### config.mk
export PLATFORM = sky130hd
export DESIGN_NAME = div3_serial_divider
export DESIGN_NICKNAME = d
export VERILOG_FILES = /design/src/rtl/div3_pkg.sv /design/src/rtl/div3_residue_step.sv /design/src/rtl/div3_serial_divider.sv
export SDC_FILE = /design/constraint.sdc
export NUM_CORES = 1
export LEC_CHECK = 0
export BUFFER_PORTS_ARGS = -buffer_cell sky130_fd_sc_hd__buf_2
export CAP_MARGIN = 0
export CELL_PAD_IN_SITES_DETAIL_PLACEMENT = 0
export CELL_PAD_IN_SITES_GLOBAL_PLACEMENT = 2
export CORE_MARGIN = 8
export CORE_UTILIZATION = 36
export DETAILED_ROUTE_END_ITERATION = 8
export GPL_TIMING_DRIVEN = 0
export PLACE_DENSITY = 0.86
export SETUP_SLACK_MARGIN = 0.5
export SLEW_MARGIN = 15
export SYNTH_ARGS = -nofsm -noshare
export SYNTH_HDL_FRONTEND = slang
export SYNTH_SLANG_ARGS = --single-unit
### constraint.sdc
create_clock -name clk -period 3 [get_ports clk]
set_input_delay 0.15 -clock clk [delete_from_list [all_inputs] [get_ports clk]]
set_output_delay 0.15 -clock clk [all_outputs]
set_load 0.02 [all_outputs]
### src/rtl/div3_pkg.sv
// Shared types for the bit-serial divide-by-3 unit: control states and residue codes.
package div3_pkg;

  typedef enum logic [1:0] {
    IDLE  = 2'd0,
    SHIFT = 2'd1,
    DONE  = 2'd2
  } state_t;

  // Residue of the prefix consumed so far, modulo 3. 2'b11 is never produced.
  localparam logic [1:0] R0 = 2'd0;
  localparam logic [1:0] R1 = 2'd1;
  localparam logic [1:0] R2 = 2'd2;

endpackage

### src/rtl/div3_residue_step.sv
// One MSB-first step of long division by 3: v = 2r + b, r' = v mod 3, q = (v >= 3).
// Purely combinational so it can be replicated in an unrolled variant.
module div3_residue_step
  import div3_pkg::*;
(
  input  logic [1:0] residue,
  input  logic       bit_in,
  output logic [1:0] next_residue,
  output logic       q
);

  // Residue transition table; the unreachable code 2'b11 behaves like R0.
  always_comb begin
    next_residue = R0;
    q            = 1'b0;
    case (residue)
      R1: begin
        next_residue = bit_in ? R0 : R2;
        q            = bit_in;
      end
      R2: begin
        next_residue = bit_in ? R2 : R1;
        q            = 1'b1;
      end
      default: begin
        next_residue = bit_in ? R1 : R0;
        q            = 1'b0;
      end
    endcase
  end

endmodule

### src/rtl/div3_serial_divider.sv
// Bit-serial divide-by-3: captures a W-bit operand, walks it MSB-first through the
// residue step one bit per clock, then holds quotient/remainder until consumed.
module div3_serial_divider
  import div3_pkg::*;
#(
  parameter int W = 8
) (
  input  logic         clk,
  input  logic         rst_n,
  input  logic         in_valid,
  output logic         in_ready,
  input  logic [W-1:0] in_data,
  output logic         out_valid,
  input  logic         out_ready,
  output logic [W-1:0] quotient,
  output logic [1:0]   remainder,
  output logic         divisible
);

  localparam int CW = $clog2(W);

  state_t         state, state_nxt;
  logic [W-1:0]   shreg;
  logic [W-1:0]   quo;
  logic [1:0]     res;
  logic [CW-1:0]  cnt;
  logic [1:0]     res_nxt;
  logic           qbit;

  div3_residue_step u_step (
    .residue      (res),
    .bit_in       (shreg[W-1]),
    .next_residue (res_nxt),
    .q            (qbit)
  );

  // Control state register.
  always_ff @(posedge clk or negedge rst_n) begin
    if (!rst_n) state <= IDLE;
    else        state <= state_nxt;
  end

  // Next-state decode: accept in IDLE, W shift cycles, hold in DONE until consumed.
  always_comb begin
    state_nxt = state;
    case (state)
      IDLE:    if (in_valid)       state_nxt = SHIFT;
      SHIFT:   if (cnt == '0)      state_nxt = DONE;
      DONE:    if (out_ready)      state_nxt = IDLE;
      default:                     state_nxt = IDLE;
    endcase
  end

  // Datapath: capture on accept, then shift operand out and quotient bits in.
  // Residue is forced to R0 on capture, which also scrubs any stray 2'b11.
  always_ff @(posedge clk or negedge rst_n) begin
    if (!rst_n) begin
      shreg <= '0;
      quo   <= '0;
      res   <= R0;
      cnt   <= '0;
    end else begin
      case (state)
        IDLE: begin
          if (in_valid) begin
            shreg <= in_data;
            quo   <= '0;
            res   <= R0;
            cnt   <= CW'(W - 1);
          end
        end
        SHIFT: begin
          shreg <= {shreg[W-2:0], 1'b0};
          quo   <= {quo[W-2:0], qbit};
          res   <= res_nxt;
          if (cnt != '0) cnt <= cnt - 1'b1;
        end
        default: ;
      endcase
    end
  end

  // Handshake flags decode registered state only; divisible is qualified by DONE
  // so it reads 0 out of reset and during the partial SHIFT phase.
  always_comb begin
    in_ready  = (state == IDLE);
    out_valid = (state == DONE);
    quotient  = quo;
    remainder = res;
    divisible = (state == DONE) && (res == R0);
  end

endmodule
== Word-level counts from Yosys, hierarchy flattened ==
Index checks and enable logic that the tools add are counted.
Storage, ports and cells
  output and inout port bits: 13
  bits in registers: 23
  logic and storage cells: 41
  bits of input ports: 12
Cells by class
  reductions and logical operators: 9
  $add $sub $neg: 1
  eq/ne operators: 8
  mux-type cells: 18
Operators with widths (count)
  $pmux W8 S2: 2
  $mux W8: 2
  $mux W2: 6
  $pmux W2 S2: 2
  $mux W3: 2
  $ne A2 B2 Y1 const B: 3
  $pmux W2 S3: 1
  $pmux W3 S2: 1
  $reduce_and A3 Y1: 2
  $eq A2 B1 Y1 const B: 2
  $eq A2 B2 Y1 const B: 2
  $logic_not A2 Y1: 2
  $logic_not A3 Y1: 1
  $reduce_bool A3 Y1: 1
  $sub A3 B1 Y3 const B: 1
  $ne A2 B1 Y1 const B: 1
  $pmux W1 S2: 1
  $reduce_and A2 Y1: 1
  $reduce_bool A2 Y1: 1
  $logic_and A1 B1 Y1: 1
  $mux W1: 1

== Logic depth before layout (Yosys ltp) ==
Gate-level depths: netlist of run 1.
  word-level depth: 3
  depth in mapped cells: 6
  mapped depth without buffers: 6

== By module ==
Synthesis of run 1 repeated with hierarchy kept, for this count alone.
Unflattened totals
  cells, all modules: 107
  area, all modules: 1214.9 sq um
By module, submodules not included
  div3_serial_divider: cells each 96, area each 1131.1 sq um, sequential area each 575.6 sq um, times used 1
  div3_residue_step: cells each 11, area each 83.8 sq um, sequential area each 0.0 sq um, times used 1

== Worst setup path after synthesis of run 1 ==
Ideal clock, no wire load.
  path kind: reg2reg
  from: reg cnt[0]
  to: reg cnt[1]
  cell stages (with the launch flop): 7
  path buffers: 0
  setup slack: 1686 ps
  period minus slack after synthesis: 1314 ps
  arrival: 1234 ps
  cells stage by stage: dfrtp_1 > inv_1 > ha_1 > ha_1 > nand2b_1 > a21oi_2 > a2bb2oi_1
Between the ends
  word-level cells in the longest chain between the ends: 3
  elaborated cells between the ends (all ways): 6
  those cells by class: 1 x add/sub; 1 x eq/ne; 2 x mux; 2 x reduce/logical
RTL lines
  from (decl): RTL line div3_serial_divider.sv:26  | logic [CW-1:0] cnt;
  from (signal assigned): RTL line div3_serial_divider.sv:69  | cnt <= CW'(W - 1);
  from (signal assigned): RTL line div3_serial_divider.sv:76  | if (cnt != '0) cnt <= cnt - 1'b1;
  $sub A3 B1 Y3 / $reduce_bool A3 Y1 (equally long branches): RTL line div3_serial_divider.sv:76
  $mux W3 / $ne A2 B2 Y1 (equally long branches)
  $pmux W3 S2 / $reduce_and A3 Y1 (equally long branches)
Parallel ways exist; a longest one is shown, timed or not. The select of a mux whose other input is x is not followed.
A chain may end at the register's enable or synchronous reset.

== Worst setup path after layout of run 1 ==
  from: reg state[1]
  to: out divisible
Between the ends
  word-level cells in the longest chain between the ends: 2
RTL lines
  from (decl): RTL line div3_serial_divider.sv:22  | state_t state, state_nxt;
  from (signal assigned): RTL line div3_serial_divider.sv:40  | else state <= state_nxt;
  $eq A2 B2 Y1: RTL line div3_serial_divider.sv:90  | divisible = (state == DONE) && (res == R0);
  $logic_and A1 B1 Y1: RTL line div3_serial_divider.sv:90
  to (decl): RTL line div3_serial_divider.sv:17  | output logic divisible
Every way passes these cells.

==> results.json, run 1 <==
{
  "status": "finished clean",
  "cts_tree": "built",
  "grt_pass1_wl_mm": 3.691,
  "yosysSeqAreaShare_pct": 52.57,
  "min_path_type": "in -> reg",
  "cpPeakStageDelay_ns": 0.34,
  "n_antenna_cell": 0,
  "yosysWarnings": 0,
  "layout.nets": 144,
  "clk_path_buf_depth": 2,
  "drtPass1Iterations": 4,
  "peakVddDrop_v": 0.0004105,
  "num_rows": 20,
  "slew_headroom_pct": 66.43,
  "hold_viol": 0,
  "place_congestion": 0.7264,
  "post-route-period-util_pct": 49.91,
  "hold_ws_ns": 0.1123,
  "ys_seq_elements": 23,
  "placement.io_buffers": 24,
  "htree_levels": 1,
  "fp.dieH_um": 71.15,
  "drc": 0,
  "overflow": 0,
  "dpl.hpwl_mm": 1.631,
  "slowest_stage": "dfrtp_1",
  "finalSetupTns_ns": 0,
  "critical_path_class": "reg -> out",
  "grt_pass1_vias": 788,
  "clock_skew_ns": 0.002406,
  "core_region_area_um2": 2978,
  "cap_viol_max_count": 0,
  "drt-wirelength-per-cell_um": 13.14,
  "placed_cells": 154,
  "crit_fanout": 9,
  "power_density_nw_per_um2": 935.4,
  "synth_flop_cell": "dfrtp_1",
  "die-width_um": 71.15,
  "cts_setup_buffers": 0,
  "crit_arrival_ns": 1.35,
  "vias_per_cell": 4.843,
  "io-pin-count": 25,
  "clkLatencyLatePin_ns": 0.31,
  "nFillCells": 295,
  "avgSynthCellArea_um2": 11.29,
  "layout.cells.non_filler": 159,
  "post_synth_num_cell_types": 21,
  "cts_buffers": 3,
  "grtUsageTotal_pct": 9.019,
  "antenna_found_initial": 0,
  "rsz0062_at_grt": "false",
  "cts.sink_count": 23,
  "syn-instance-count": 97,
  "leakage_nw": 0.6779,
  "critical_path_required_ns": 2.85,
  "synthTopCellsByArea": "dfrtp_1 53%, mux2i_1 8.2%, a22o_1 7.2%, ha_1 5.7%, nand2_1 4.8%",
  "fin_util_pct": 43.45,
  "root_buffer": "clkbuf_4",
  "die_area_um2": 5062,
  "wirelength_mm": 2.089,
  "worst_slew_pin_slew_ns": 0.5036,
  "yosysTopAreaCell": "dfrtp_1",
  "worst-path-buf-inv": 2,
  "syn-num-nets": 114,
  "synth_area_um2": 1095,
  "grt_start_max_net_pins": 24,
  "ys_async_sr_fraction_pct": 100.0,
  "synth_commonest_cells": "23 x dfrtp_1, 14 x nand2_1, 9 x a22o_1, 9 x mux2i_1, 9 x o21ai_1",
  "initial_core_util_pct": 36.76,
  "slew_viol_final": 0,
  "drt_iter0_markers": 47,
  "cpLargestDelayFamily": "simple AND/OR/NAND/NOR gates",
  "max_freq_ghz": 0.6679,
  "synth_edf_count": 0,
  "drive_gt1_share_pct": 28.57,
  "route.vias.total": 770,
  "area_delta_synth_final_pct": 18.17,
  "drtAntennaViolNets": 0,
  "cp-end-kind": "output pin",
  "yosysMostFrequentCell": "dfrtp_1",
  "clk_pin_slew_worst_paths_ns": 0.12,
  "finalCriticalPeriod_ns": 1.497,
  "setup_viol": 0,
  "yosysTopAreaCellShare_pct": 52.57,
  "setup.worst_path.start_class": "register",
  "crit_chain": "buf_4 > nor2b_1 > and2_1 > buf_2"
}
## where the power goes
group          internal, mW  switching (mW)  leakage (nW)
Clock                0.0498          0.0902        0.0177
Sequential            0.422          0.0806         0.295
Combinational         0.261           0.307         0.365
Total                 0.732           0.478         0.678
## layout by cell type (no fill, tap or decap)
master,synthesis,routed
a21oi_1,1,1
a21oi_2,1,1
a22o_1,9,9
a2bb2oi_1,3,3
and2_1,1,1
buf_2,1,25
buf_4,3,3
buf_6,1,1
clkbuf_4,0,3
clkinv_2,0,1
dfrtp_1,23,23
dlygate4sd3_1,0,1
ha_1,5,5
inv_1,7,7
mux2i_1,9,9
nand2_1,14,14
nand2b_1,3,3
nor2_1,1,1
nor2b_1,2,2
nor3b_2,1,1
o21a_1,1,1
o21ai_0,1,1
o21ai_1,9,9
o21bai_4,1,1
## path summary, 6_finish.rpt
path                       startpoint         to  slack (ns)  cells after the start
max                          state[1]  divisible        1.50                      4
max in group asynchronous       rst_n   shreg[0]        2.33                      2
min                        in_data[1]   shreg[1]        0.11                      3
min reg2reg                  shreg[2]   shreg[2]        0.50                      2
max reg2reg                    cnt[0]     cnt[2]        1.54                      6
min in group asynchronous       rst_n   shreg[2]        0.33                      2
## metal layers
layer	up-vias	track usage, %	share of wire, %
li1	395	-	-
met1	362	11.41	45
met2	11	13.57	48
met3	2	2.825	5.4
met4	0	4.157	0.77
met5	-	0	0
## layout make-up
class | count | area, um2 | area share [%]
inverters | 7 | 26.28 | 2.031
plain buffers | 5 | 38.79 | 2.998
clock inverters | 1 | 5.005 | 0.3868
well taps | 33 | 41.29 | 3.191
clock buffers | 3 | 22.52 | 1.741
flip-flops and latches | 23 | 575.6 | 44.49
repair buffers | 25 | 130.1 | 10.06
multi-input cells | 62 | 454.2 | 35.11
## sequential cells by signal, indices dropped and copies added, names as in the netlist
register   cells
cnt            3
quotient       8
remainder      2
shreg          8
state          2
## repair_timing
action | CTS | global route
hold buffers | 1 | 0
resized for setup | 0 | 0
hold endpoints to repair | 23 | 0
## kinds of logic (layout without fill, tap and decap cells)
kind of cell	count (synthesis)	count (layout)	share of synthesized area, %
AOI/OAI and AO/OA	26	26	17.83
DFF	23	23	52.57
and+or+nand+nor	22	22	9.714
muxes	9	9	8.229
buffers and inverters	12	41	5.943
adders and majority gates	5	5	5.714
## worst reg2reg max path, delay by kind of cell (launching register included)
kind,cells,cell delay (ns)
adder cells (fa/ha/maj),2,0.40
flip-flops,1,0.39
AND/OR/NAND/NOR,1,0.16
buffers and inverters,1,0.05
AO/OA/AOI/OAI,2,0.39
## stage by stage
stage          instance area [um2]  setup WS (ns)  power [mW]
2_1_floorplan                 1095          1.686      0.9391
3_3_place_gp                  1256          1.581       1.074
3_5_place_dp                  1256          1.563       1.092
4_1_cts                       1294          1.465       1.239
5_1_grt                       1294          1.363       1.327
6_report                      1294          1.503       1.210
Power figures use the tool's default switching activity.
==> inputs of run 2 (changes only) <==
CORE_UTILIZATION = 33   (was 36)
PLACE_DENSITY = 0.81   (was 0.86)
clock period = 1.4 ns   (was 3 ns; I/O delays follow)
==> run 2 against run 1 <==
Against the previous run: cell count rose by 29%; sequential share of layout area fell by 12 points; sequential cell count did not move; via count rose by 22%; clock skew rose by 0.0051 ns; power rose to 3.1 times the previous value; critical path depth rose by 2; clock power rose by 130%; critical endpoint is now cnt[2].
==> results.json, run 2 (same netlist as run 1, synthesis figures left out) <==
{
  "clock_skew_ns": 0.007546,
  "crit_fanout": 4,
  "grtUsageTotal_pct": 11.23,
  "cts.sink_count": 23,
  "critical_path.endpoint": "cnt[2]",
  "mostFrequentLayoutCell": "buf_6",
  "slowest_stage": "dfrtp_1",
  "fin_ws_ns": 0.07515,
  "placed_cells": 167,
  "dpl-instance-area_um2": 1343,
  "die-width_um": 73.60,
  "placement.io_buffers": 24,
  "num_rows": 21,
  "timing.rr.start": "cnt[0]",
  "cts_tree": "built",
  "cpLargestDelayFamily": "flip-flops",
  "route.vias.total": 942,
  "cpPeakStageDelay_ns": 0.38,
  "n_antenna_cell": 0,
  "critical_path_required_ns": 1.66,
  "setup_viol": 0,
  "clk_pin_slew_worst_paths_ns": 0.13,
  "wirelength_mm": 2.830,
  "drc": 0,
  "core_region_area_um2": 3258,
  "cp-startpoint": "cnt[0]",
  "max_freq_ghz": 0.7548,
  "status": "finished clean",
  "cts_buffers": 3,
  "crit_chain": "inv_1 > ha_2 > ha_4 > nand2b_4 > a21oi_4 > a2bb2oi_1",
  "layout.nets": 177,
  "drive_gt1_share_pct": 56.60,
  "post-place-ws_ns": 0.05679,
  "layout.cells.non_filler": 205,
  "min_path_type": "in -> reg",
  "post-route-period-util_pct": 94.63,
  "drt_iter0_markers": 32,
  "slew_headroom_pct": 65.54,
  "io-pin-count": 25,
  "root_buffer": "clkbuf_4",
  "power_density_nw_per_um2": 2053,
  "overflow": 0,
  "drt-wirelength-per-cell_um": 13.80,
  "worst_slew_pin_slew_ns": 0.5170,
  "antenna_found_initial": 0,
  "area_delta_synth_final_pct": 65.37,
  "fp.dieH_um": 73.60,
  "dpl.hpwl_mm": 1.640,
  "drtPass1Iterations": 4,
  "drtAntennaViolNets": 0,
  "worst-path-stages": 6,
  "worst-path-buf-inv": 1,
  "clkLatencyLatePin_ns": 0.32,
  "leakage_nw": 0.8899,
  "r2r-end": "cnt[2]",
  "grt_pass1_wl_mm": 4.671,
  "cp-end-kind": "register",
  "grt_start_max_net_pins": 24,
  "slew_viol_final": 0,
  "r2r_setup_slack_ns": 0.08,
  "place_congestion": 0.6911,
  "clk_path_buf_depth": 2,
  "grt_pass1_vias": 991,
  "cap_viol_max_count": 0,
  "die_area_um2": 5417,
  "setup.worst_path.start_class": "register",
  "rsz0062_at_grt": "true",
  "final_cell_area_um2": 1810,
  "rr_worst_depth": 6,
  "htree_levels": 1,
  "critical_path_class": "reg -> reg",
  "initial_core_util_pct": 33.60,
  "finalCriticalPeriod_ns": 1.325,
  "finalSetupTns_ns": 0,
  "layout_common_cells": "31 x buf_6, 20 x dfrtp_1, 18 x buf_4",
  "vias_per_cell": 4.595,
  "crit_arrival_ns": 1.58,
  "peakVddDrop_v": 0.0008281,
  "hold_viol": 0,
  "nFillCells": 306
}
run 2: changes by cell type in the layout (fill, tap and decap cells not counted), sizes merged:
cell,change
buf,+33
run 2: what timing repair did:
| action | CTS | global route |
|---|---|---|
| buffers inserted | 21 | 9 |
| cloned | 3 | 0 |
| endpoints found under the hold margin | 23 | 0 |
| resized for setup | 38 | 18 |
| pin swaps | 13 | 7 |
| hold buffers | 1 | 0 |
| setup endpoints to repair | 35 | 36 |
run 2: how the worst min path moves through the flow:
stage / slack [ns] / startpoint / to / cells past startpoint
floorplan: -0.23 / rst_n / cnt[0] / 0
global placement: 0.07 / rst_n / shreg[6] / 1
detailed placement: 0.07 / rst_n / shreg[6] / 1
CTS: 0.02 / in_data[2] / shreg[2] / 3
global route: 0.03 / in_data[5] / shreg[5] / 3
finish: 0.02 / in_data[2] / shreg[2] / 3
run 2: stage by stage:
| stage | utilization (%) | power (mW) | hold WS [ns] |
|---|---|---|---|
| CTS | 51.65 | 3.415 | 0.01896 |
| floorplan | - | 2.174 | -0.2256 |
| global route | 55.57 | 3.997 | 0.03044 |
| finish | 55.57 | 3.717 | 0.01508 |
| global placement | 41.21 | 2.478 | 0.07452 |
| detailed placement | 41.21 | 2.512 | 0.07144 |
run 2: tightest hold or removal path, delay by kind of cell:
kind | cells | cell delay, ns
multiplexers | 1 | 0.05
AO/OA/AOI/OAI | 1 | 0.11
buffers and inverters | 1 | 0.08
run 2: layer usage:
| metal | up-vias | part of all wire, % | track usage (%) |
|---|---|---|---|
| met3 | 4 | 5.2 | 3.547 |
| met1 | 463 | 42 | 12.30 |
| met2 | 19 | 52 | 19.39 |
| li1 | 456 | - | - |
| met5 | - | 0 | 0 |
| met4 | 0 | 0.99 | 4.656 |
run 2: power breakdown:
part           switching [mW]  internal (mW)  total [mW]
Combinational           0.981           1.31        2.29
Clock                   0.212          0.107       0.319
Sequential              0.193          0.911        1.10
Total                    1.39           2.33        3.72
run 2: cell type report:
type                    instances  area (um2)  share of cell area, %
clock inverters                 1       5.005                 0.2764
plain buffers                   5       56.30                  3.110
multi-input cells              62       560.5                  30.96
flip-flops and latches         23       579.3                  32.00
inverters                       7       26.28                  1.451
well taps                      46       57.56                  3.179
clock buffers                   3       22.52                  1.244
repair buffers                 58       503.0                  27.78
==> inputs of run 3 (changes only) <==
CAP_MARGIN = default   (was 0)
CORE_UTILIZATION = 25   (was 33)
PLACE_DENSITY = 0.65   (was 0.81)
==> run 3 against run 2 <==
Against the previous run: routed wire length increased by 1.1%; power increased by 1.8%; global-route usage decreased by 2.8 points; critical path type unchanged.
==> results.json, run 3 (same netlist as run 1, synthesis figures left out) <==
{
  "post-route-period-util_pct": 93.70,
  "slew_headroom_pct": 65.10,
  "die_area_um2": 6753,
  "wirelength_mm": 2.861,
  "crit_fanout": 3,
  "layout.nets": 168,
  "cap_viol_max_count": 0,
  "nFillCells": 437,
  "route.vias.total": 909,
  "dpl-instance-area_um2": 1350,
  "placement.io_buffers": 24,
  "grtUsageTotal_pct": 8.431,
  "hold_ws_ns": 0.08073,
  "cp-end-kind": "register",
  "peakVddDrop_v": 0.0009906,
  "io-pin-count": 25,
  "clock_skew_ns": 0.006147,
  "critical_path_class": "reg -> reg",
  "finalSetupTns_ns": 0,
  "grt_pass1_wl_mm": 4.471,
  "clockPowerShare_pct": 11.1,
  "place_congestion": 0.7441,
  "rsz0062_at_grt": "true",
  "fin_ws_ns": 0.08825,
  "core_region_area_um2": 4294,
  "hold_viol": 0,
  "cts_tree": "built",
  "worst_slew_pin_slew_ns": 0.5235,
  "drtAntennaViolNets": 0,
  "status": "finished clean",
  "htree_levels": 1,
  "p_int_mw": 2.363,
  "antenna_found_initial": 0,
  "cts_buffers": 3,
  "slew_viol_final": 0,
  "final_cell_area_um2": 1802,
  "grt_pass1_vias": 910,
  "area_delta_synth_final_pct": 64.57,
  "drc": 0,
  "drt-wirelength-per-cell_um": 14.16,
  "p_switching_mw": 1.421,
  "clk_pin_slew_worst_paths_ns": 0.09,
  "vias_per_cell": 4.500,
  "clkLatencyLatePin_ns": 0.27,
  "setup.worst_path.start_class": "register",
  "mostFrequentLayoutCell": "buf_6",
  "root_buffer": "clkbuf_8",
  "fin_util_pct": 41.96,
  "clk_path_buf_depth": 2,
  "fp.dieH_um": 82.18,
  "finalCriticalPeriod_ns": 1.312,
  "n_antenna_cell": 0,
  "drt_iter0_markers": 21,
  "overflow": 0,
  "cts.sink_count": 23,
  "crit_arrival_ns": 1.48,
  "setup_viol": 0,
  "r2r_setup_slack_ns": 0.09,
  "initial_core_util_pct": 25.50,
  "drive_gt1_share_pct": 58.67,
  "post-place-ws_ns": 0.05533,
  "drtPass1Iterations": 4,
  "critical_path_required_ns": 1.57,
  "die-width_um": 82.18,
  "pwr-share-comb_pct": 58.8,
  "swShare_pct": 37.56,
  "max_freq_ghz": 0.7623,
  "dpl.hpwl_mm": 1.748,
  "seqPwrFrac_pct": 30.1,
  "grt_start_max_net_pins": 24,
  "layout_common_cells": "23 x buf_6, 20 x dfrtp_1, 16 x buf_4",
  "leakage_nw": 0.8791,
  "power_density_nw_per_um2": 2100,
  "num_rows": 24,
  "min_path_type": "in -> reg"
}
run 3: cell types whose count changed in the layout (fill, tap and decap cells not counted), moves of 2 or more:
cell / change
nand2_2: +2
nand2_1: -4
buf_4: -2
nand2_4: +2
clkbuf_4: -3
clkbuf_8: +3
buf_6: -8
run 3: what timing repair did:
action,CTS,global route
endpoints found under the hold margin,23,0
buffers inserted,8,13
pin swaps,6,12
cloned,1,2
hold buffers,1,0
gates resized for setup,20,40
setup endpoints to repair,35,36
run 3: per-stage QoR:
step | power (mW) | cells
global placement | 2.491 | 173
global route | 4.056 | 202
CTS | 3.233 | 187
finish | 3.784 | 202
floorplan | 2.174 | 97
detailed placement | 2.531 | 173
run 3: cell type report:
cell class	count	area, um2	area share, %
clock buffers	3	41.29	2.292
multi-input cells	62	600.6	33.33
well taps	52	65.06	3.611
repair buffers	49	424.2	23.54
plain buffers	5	60.06	3.333
inverters	7	26.28	1.458
clock inverters	1	5.005	0.2778
flip-flops and latches	23	579.3	32.15
run 3: power groups by stage:
stage,logic (mW),clock network [mW],registers [mW]
floorplan,0.994,0,1.18
global placement,1.37,0,1.12
detailed placement,1.41,0,1.12
CTS,1.68,0.440,1.11
global route,2.43,0.459,1.17
finish,2.23,0.419,1.14
run 3: final timing paths:
check | from | endpoint | depth (start not counted)
min in group asynchronous | rst_n | quotient[1] | 2
worst max-delay path | cnt[1] | cnt[0] | 6
max in group asynchronous | rst_n | remainder[1] | 2
worst max register to register | cnt[1] | cnt[0] | 6
worst min register to register | shreg[2] | shreg[2] | 2
worst min-delay path | in_data[1] | shreg[1] | 3
run 3: metal layers:
metal  vias up  part of all wire, %  GRT usage [%]
li1        440                    -              -
met1       449                   44          10.61
met2        18                   49          13.65
met3         2                  6.3          3.030
met4         0                 0.63          1.579
met5         -                    0              0
run 3: critical path, stage by stage (launching register included):
cell,delay (ns)
dfrtp_1,0.38
inv_2,0.06
ha_4,0.16
ha_4,0.17
nor3b_4,0.26
nand2_1,0.09
o21a_1,0.10
